--- src/rtl/rc4_pkg.sv ---
// Shared RC4 definitions: byte type, default message length and the
// PRGA/decrypt state encoding.
package rc4_pkg;

  typedef logic [7:0] byte_t;

  // Message length shared by the key-schedule stage, this stage and the top.
  localparam int MSG_LENGTH_DEF = 32;

  typedef enum logic [3:0] {
    ST_IDLE  = 4'd0,
    ST_RD_I  = 4'd1,
    ST_LAT_I = 4'd2,
    ST_RD_J  = 4'd3,
    ST_LAT_J = 4'd4,
    ST_WR_I  = 4'd5,
    ST_WR_J  = 4'd6,
    ST_RD_F  = 4'd7,
    ST_LAT_F = 4'd8,
    ST_WR_D  = 4'd9,
    ST_DONE  = 4'd10
  } prga_state_e;

endpackage

--- src/rtl/rc4_prga_decrypt_if.sv ---
// Bundle of the start/finish handshake plus the S-memory, encrypted ROM and
// decrypted RAM ports of the PRGA stage. The master side is the PRGA engine,
// the slave side is the controller and the memories.
interface rc4_prga_decrypt_if #(
  parameter int MSG_ADDR_W = 5
) ();
  import rc4_pkg::*;

  logic                  start;
  logic                  finish;
  byte_t                 s_address;
  byte_t                 s_data;
  logic                  s_wren;
  byte_t                 s_q;
  logic [MSG_ADDR_W-1:0] rom_address;
  byte_t                 rom_q;
  logic [MSG_ADDR_W-1:0] dec_address;
  byte_t                 dec_data;
  logic                  dec_wren;

  modport master (
    input  start,
    output finish,
    output s_address,
    output s_data,
    output s_wren,
    input  s_q,
    output rom_address,
    input  rom_q,
    output dec_address,
    output dec_data,
    output dec_wren
  );

  modport slave (
    output start,
    input  finish,
    input  s_address,
    input  s_data,
    input  s_wren,
    output s_q,
    input  rom_address,
    output rom_q,
    input  dec_address,
    input  dec_data,
    input  dec_wren
  );

endinterface

--- src/rtl/rc4_prga_decrypt.sv ---
// RC4 keystream generator and decryptor. Runs the PRGA loop over the
// encrypted ROM, swapping S-memory entries and writing each plaintext byte
// to the decrypted RAM. All memories are synchronous-read, so every read
// is split into an address cycle and a latch cycle; 9 cycles per byte.
module rc4_prga_decrypt
  import rc4_pkg::*;
#(
  parameter int MSG_LENGTH = MSG_LENGTH_DEF,
  parameter int MSG_ADDR_W = 5
) (
  input  logic                  clk,
  input  logic                  reset,
  rc4_prga_decrypt_if.master    bus
);

  localparam logic [MSG_ADDR_W-1:0] K_LAST = MSG_ADDR_W'(MSG_LENGTH - 1);

  prga_state_e           state_q;

  // Datapath registers
  byte_t                 i_q;
  byte_t                 j_q;
  logic [MSG_ADDR_W-1:0] k_q;
  byte_t                 si_q;
  byte_t                 sj_q;

  // Registered outputs
  logic                  finish_q;
  byte_t                 s_address_q;
  byte_t                 s_data_q;
  logic                  s_wren_q;
  logic [MSG_ADDR_W-1:0] rom_address_q;
  logic [MSG_ADDR_W-1:0] dec_address_q;
  byte_t                 dec_data_q;
  logic                  dec_wren_q;

  // Next-value arithmetic; all 8-bit sums wrap silently mod 256
  byte_t                 i_inc_d;
  byte_t                 j_sum_d;
  byte_t                 f_idx_d;
  byte_t                 dec_byte_d;
  logic [MSG_ADDR_W-1:0] k_inc_d;

  // Combinational index/data arithmetic feeding the FSM
  always_comb begin
    i_inc_d    = i_q + 8'd1;
    j_sum_d    = j_q + bus.s_q;
    f_idx_d    = si_q + sj_q;
    dec_byte_d = bus.s_q ^ bus.rom_q;
    k_inc_d    = k_q + MSG_ADDR_W'(1);
  end

  // PRGA FSM with datapath registers and Moore outputs registered on entry
  always_ff @(posedge clk) begin
    if (reset) begin
      state_q       <= ST_IDLE;
      i_q           <= 8'd0;
      j_q           <= 8'd0;
      k_q           <= '0;
      si_q          <= 8'd0;
      sj_q          <= 8'd0;
      finish_q      <= 1'b0;
      s_address_q   <= 8'd0;
      s_data_q      <= 8'd0;
      s_wren_q      <= 1'b0;
      rom_address_q <= '0;
      dec_address_q <= '0;
      dec_data_q    <= 8'd0;
      dec_wren_q    <= 1'b0;
    end else begin
      // Write strobes are single-cycle unless a write state re-asserts them
      s_wren_q   <= 1'b0;
      dec_wren_q <= 1'b0;
      case (state_q)
        ST_IDLE: begin
          if (bus.start) begin
            // i, j, k clear on leaving IDLE; RD_I then sees i = 0 + 1
            i_q         <= 8'd1;
            j_q         <= 8'd0;
            k_q         <= '0;
            s_address_q <= 8'd1;
            state_q     <= ST_RD_I;
          end else begin
            state_q     <= ST_IDLE;
          end
        end
        ST_RD_I: begin
          state_q <= ST_LAT_I;
        end
        ST_LAT_I: begin
          si_q        <= bus.s_q;
          j_q         <= j_sum_d;
          s_address_q <= j_sum_d;
          state_q     <= ST_RD_J;
        end
        ST_RD_J: begin
          state_q <= ST_LAT_J;
        end
        ST_LAT_J: begin
          // S[i] <= old S[j]
          sj_q        <= bus.s_q;
          s_address_q <= i_q;
          s_data_q    <= bus.s_q;
          s_wren_q    <= 1'b1;
          state_q     <= ST_WR_I;
        end
        ST_WR_I: begin
          // S[j] <= old S[i]; when i == j both writes store the same byte
          s_address_q <= j_q;
          s_data_q    <= si_q;
          s_wren_q    <= 1'b1;
          state_q     <= ST_WR_J;
        end
        ST_WR_J: begin
          // After the swap S[i]+S[j] equals old S[j]+old S[i]
          s_address_q   <= f_idx_d;
          rom_address_q <= k_q;
          state_q       <= ST_RD_F;
        end
        ST_RD_F: begin
          state_q <= ST_LAT_F;
        end
        ST_LAT_F: begin
          dec_address_q <= k_q;
          dec_data_q    <= dec_byte_d;
          dec_wren_q    <= 1'b1;
          state_q       <= ST_WR_D;
        end
        ST_WR_D: begin
          if (k_q == K_LAST) begin
            finish_q <= 1'b1;
            state_q  <= ST_DONE;
          end else begin
            k_q         <= k_inc_d;
            i_q         <= i_inc_d;
            s_address_q <= i_inc_d;
            state_q     <= ST_RD_I;
          end
        end
        ST_DONE: begin
          // A start still held high must not restart the block
          if (!bus.start) begin
            finish_q <= 1'b0;
            state_q  <= ST_IDLE;
          end else begin
            finish_q <= 1'b1;
            state_q  <= ST_DONE;
          end
        end
        default: begin
          finish_q <= 1'b0;
          state_q  <= ST_IDLE;
        end
      endcase
    end
  end

  assign bus.finish      = finish_q;
  assign bus.s_address   = s_address_q;
  assign bus.s_data      = s_data_q;
  assign bus.s_wren      = s_wren_q;
  assign bus.rom_address = rom_address_q;
  assign bus.dec_address = dec_address_q;
  assign bus.dec_data    = dec_data_q;
  assign bus.dec_wren    = dec_wren_q;

endmodule

--- src/flat_wrapper.sv ---
// flat-port wrapper written by rule: the top's interface ports become plain ports
module rc4_prga_decrypt_flat import rc4_pkg::*;
#(
  parameter int MSG_LENGTH = MSG_LENGTH_DEF,
  parameter int MSG_ADDR_W = 5
)
  (clk, reset, bus_start, bus_finish, bus_s_address, bus_s_data, bus_s_wren, bus_s_q, bus_rom_address, bus_rom_q, bus_dec_address, bus_dec_data, bus_dec_wren);
  rc4_prga_decrypt_if #(.MSG_ADDR_W(MSG_ADDR_W)) bus_i ();
  input  logic clk;
  input  logic reset;
  input wire logic [$bits(bus_i.start)-1:0] bus_start;
  output wire logic [$bits(bus_i.finish)-1:0] bus_finish;
  output wire logic [$bits(bus_i.s_address)-1:0] bus_s_address;
  output wire logic [$bits(bus_i.s_data)-1:0] bus_s_data;
  output wire logic [$bits(bus_i.s_wren)-1:0] bus_s_wren;
  input wire logic [$bits(bus_i.s_q)-1:0] bus_s_q;
  output wire logic [$bits(bus_i.rom_address)-1:0] bus_rom_address;
  input wire logic [$bits(bus_i.rom_q)-1:0] bus_rom_q;
  output wire logic [$bits(bus_i.dec_address)-1:0] bus_dec_address;
  output wire logic [$bits(bus_i.dec_data)-1:0] bus_dec_data;
  output wire logic [$bits(bus_i.dec_wren)-1:0] bus_dec_wren;
  assign bus_i.start = bus_start;
  assign bus_finish = bus_i.finish;
  assign bus_s_address = bus_i.s_address;
  assign bus_s_data = bus_i.s_data;
  assign bus_s_wren = bus_i.s_wren;
  assign bus_i.s_q = bus_s_q;
  assign bus_rom_address = bus_i.rom_address;
  assign bus_i.rom_q = bus_rom_q;
  assign bus_dec_address = bus_i.dec_address;
  assign bus_dec_data = bus_i.dec_data;
  assign bus_dec_wren = bus_i.dec_wren;
  rc4_prga_decrypt #(.MSG_LENGTH(MSG_LENGTH), .MSG_ADDR_W(MSG_ADDR_W)) u_core (.clk(clk), .reset(reset), .bus(bus_i));
endmodule
--- config.mk ---
export PLATFORM = sky130hd
export DESIGN_NAME = rc4_prga_decrypt_flat
export DESIGN_NICKNAME = d
export VERILOG_FILES = /design/src/rtl/rc4_pkg.sv /design/src/rtl/rc4_prga_decrypt_if.sv /design/src/rtl/rc4_prga_decrypt.sv /design/src/flat_wrapper.sv
export SDC_FILE = /design/constraint.sdc
export NUM_CORES = 1
export LEC_CHECK = 0
export CAP_MARGIN = 25
export CORE_MARGIN = 2
export CORE_UTILIZATION = 55
export DETAILED_ROUTE_END_ITERATION = 16
export PLACE_DENSITY = 0.8
export SYNTH_ARGS = -nofsm -noshare
export SYNTH_HDL_FRONTEND = slang
export SYNTH_SLANG_ARGS = --single-unit
--- constraint.sdc ---
create_clock -name clk -period 2.5 [get_ports clk]
set_input_delay 0.25 -clock clk [delete_from_list [all_inputs] [get_ports clk]]
set_output_delay 0.25 -clock clk [all_outputs]
set_load 0.05 [all_outputs]
==> impl_metrics.ini <==
[clock_tree]
path_clk_slew_ns = 0.08
cts_tree = done
cts_root_buffer = clkbuf_8
htreeDepth = 3
clk_latency_ns = 0.35
clock_sinks = 78
clock_path_buffers = 2
cts_setup_buffers = 0
cts_buffers = 9
cts_resized = 0
cts_hold_buf = 0

[finish]
antenna_cells = 0
layout-drive-gt1-share_pct = 9.64
finalNetCount = 583
layout_commonest_cell = dfxtp_1
fill_cells = 593
fin_area_sq_mm = 0.00503
syn_to_final_growth_pct = 21.9
layout_common_cells = dfxtp_1 (78), nand2_1 (70), clkdlybuf4s50_1 (54), a21oi_1 (53), nor2_1 (49)

[global_routing]
antenna_found_initial = 0
grt_pass1_vias = 3511
grt_start_max_net_pins = 45
grt_overflow = 0
track_usage_pct = 25.8
grt_pass1_wl_microns = 17200

[worst_setup_path]
path_cells = ha_1 -> and3_1 -> ha_1 -> and3b_1 -> o21ai_1 -> a21boi_0 -> o22ai_1 -> a21oi_1 -> nor2_1
cp-start-kind = flop
ff2ff_setup_slack_ns = 0.16
cp.required_ns = 2.72
critPathMaxFanout = 8
crit_type = flop to flop
slowest_stage = dfxtp_1
crit_family = compound AO/OA/AOI/OAI gates
crit_path_frequent_cell = ha_1
max_stage_delay_ns = 0.38
endpoint_kind = flop
critPathBufInv = 0
crit_arrival_ns = 2.56

[logic_synthesis]
yosys_warnings = 0
syn-num-nets = 527
yosysSeqAreaShare_pct = 37.9
synth.ff_latch_count = 78
ys_types = 64
ys.flop_type = dfxtp_1
synth_edf_count = 0
avgSynthCellArea_sq_um = 8.43
ys_async_sr_fraction_pct = 0
synth_cells = 489
syn_area_sq_mm = 0.00412

[route]
finalWirelength_microns = 10300
via_per_inst = 5.89
drtIter0Drc = 263
wl_per_cell_microns = 15.9
vias = 3823
first_pass_iters = 5
drtAntennaViolNets = 0
drcViolationCount = 0

[pwr]
leakage_nw = 1.82
ir_drop_mv = 0.400
power_density_mw_per_mm2 = 557
total_power_mw = 2.80

[flow_run]
drv_cap = 0

[placed_design]
io_buffer_count = 55
dpl-instance-area_sq_mm = 0.00480
gp_congestion = 0.936
dp_hpwl_microns = 7590

[sta]
post-route-period-util_pct = 93.5
slew_headroom_pct = 60.0
skew_ns = 0.0121
tightest_slew_ns = 0.599
hold_viol_final = 0
fin_setup_tns_ns = 0
fmax_mhz = 428
rsz0062_at_grt = false
period_minus_slack_ns = 2.34
slew_violations = 0
setup_violations = 0

[min_path]
hold_path.class = input pin to flop

[run_status]
status = finished clean

[floorplanning]
die_area_sq_mm = 0.00820
num_rows = 31
boundaryPins = 56
fp.dieH_microns = 90.6
initial_core_util_pct = 56.8
die_x_microns = 90.6
core_sq_mm = 0.00725
==> cells in the mapped netlist, drive strengths merged (7+ instances only) <==
library cell,count,area [sq um]
ha,17,213
nand2,71,269
nor2,52,221
dfxtp,78,1560
clkbuf,14,52.6
xnor2,17,149
a31oi,7,43.8
a21oi,53,265
nand3,8,40.0
mux2i,10,100
a211oi,23,178
nor3,19,128
o21ai,16,80.1
buf,18,126
==> flip-flops by register name, indices dropped and copies added (netlist names), 4 cells and up <==
name,cells
u_core.state_q,4
u_core.bus.dec_data,8
u_core.bus.dec_address,5
u_core.sj_q,8
u_core.bus.s_address,8
u_core.j_q,8
u_core.k_q,5
u_core.si_q,8
u_core.bus.s_data,8
u_core.i_q,8
u_core.bus.rom_address,5
==> power breakdown <==
part / switching [mW] / internal [mW]
Combinational: 0.242 / 0.172
Sequential: 0.0424 / 1.27
Clock: 0.480 / 0.592
Total: 0.764 / 2.04
==> area by class of cell <==
type / instances / area (sq um) / area share, %
Multi-Input combinational cell: 375 / 2370 / 47.1
Sequential cell: 78 / 1560 / 31.1
Timing Repair Buffer: 77 / 736 / 14.6
Clock buffer: 11 / 141 / 2.81
Tap cell: 99 / 124 / 2.46
Clock inverter: 5 / 82.6 / 1.64
Inverter: 4 / 15.0 / 0.299
==> metal layers <==
metal  up-vias  GRT usage, %  part of all wire, %
li1       1874             -                    -
met1      1809          35.2                   46
met2       117          41.1                   46
met3        23          5.01                  5.6
met4         0          8.85                  2.0
met5         -             0                    0
==> cells by family after synthesis <==
logic type	count (synthesis)	share of synthesized area (%)
multiplexers	12	2.97
buffers and inverters	36	4.70
flip-flops	78	37.9
AO/OA/AOI/OAI	139	21.9
XOR/XNOR	22	4.67
adder cells (fa/ha/maj)	19	6.13
AND/OR/NAND/NOR	183	21.8
==> path summary, 6_finish.rpt <==
path / start / to / depth (start not counted)
worst max-delay path: u_core.k_q[0] / u_core.state_q[3] / 9
worst min-delay path: reset / u_core.i_q[1] / 2
worst max register to register: u_core.k_q[0] / u_core.state_q[3] / 9
worst min register to register: u_core.bus.dec_address[3] / u_core.bus.dec_address[3] / 2
==> stage by stage <==
step | worst slack, ns | hold WS (ns) | instances | util (%)
final | 0.162 | 0.337 | 649 | 69.3
after global routing | 0.0131 | 0.355 | 649 | 69.3
after CTS | 0.174 | 0.329 | 649 | 69.3
after detailed placement | 0.0110 | 0.448 | 633 | 66.2
after global placement | 0.0144 | 0.442 | 633 | 66.2
after floorplan | 0.527 | 0.386 | 489 | -
Note: power is estimated with default switching activity, not from simulation.
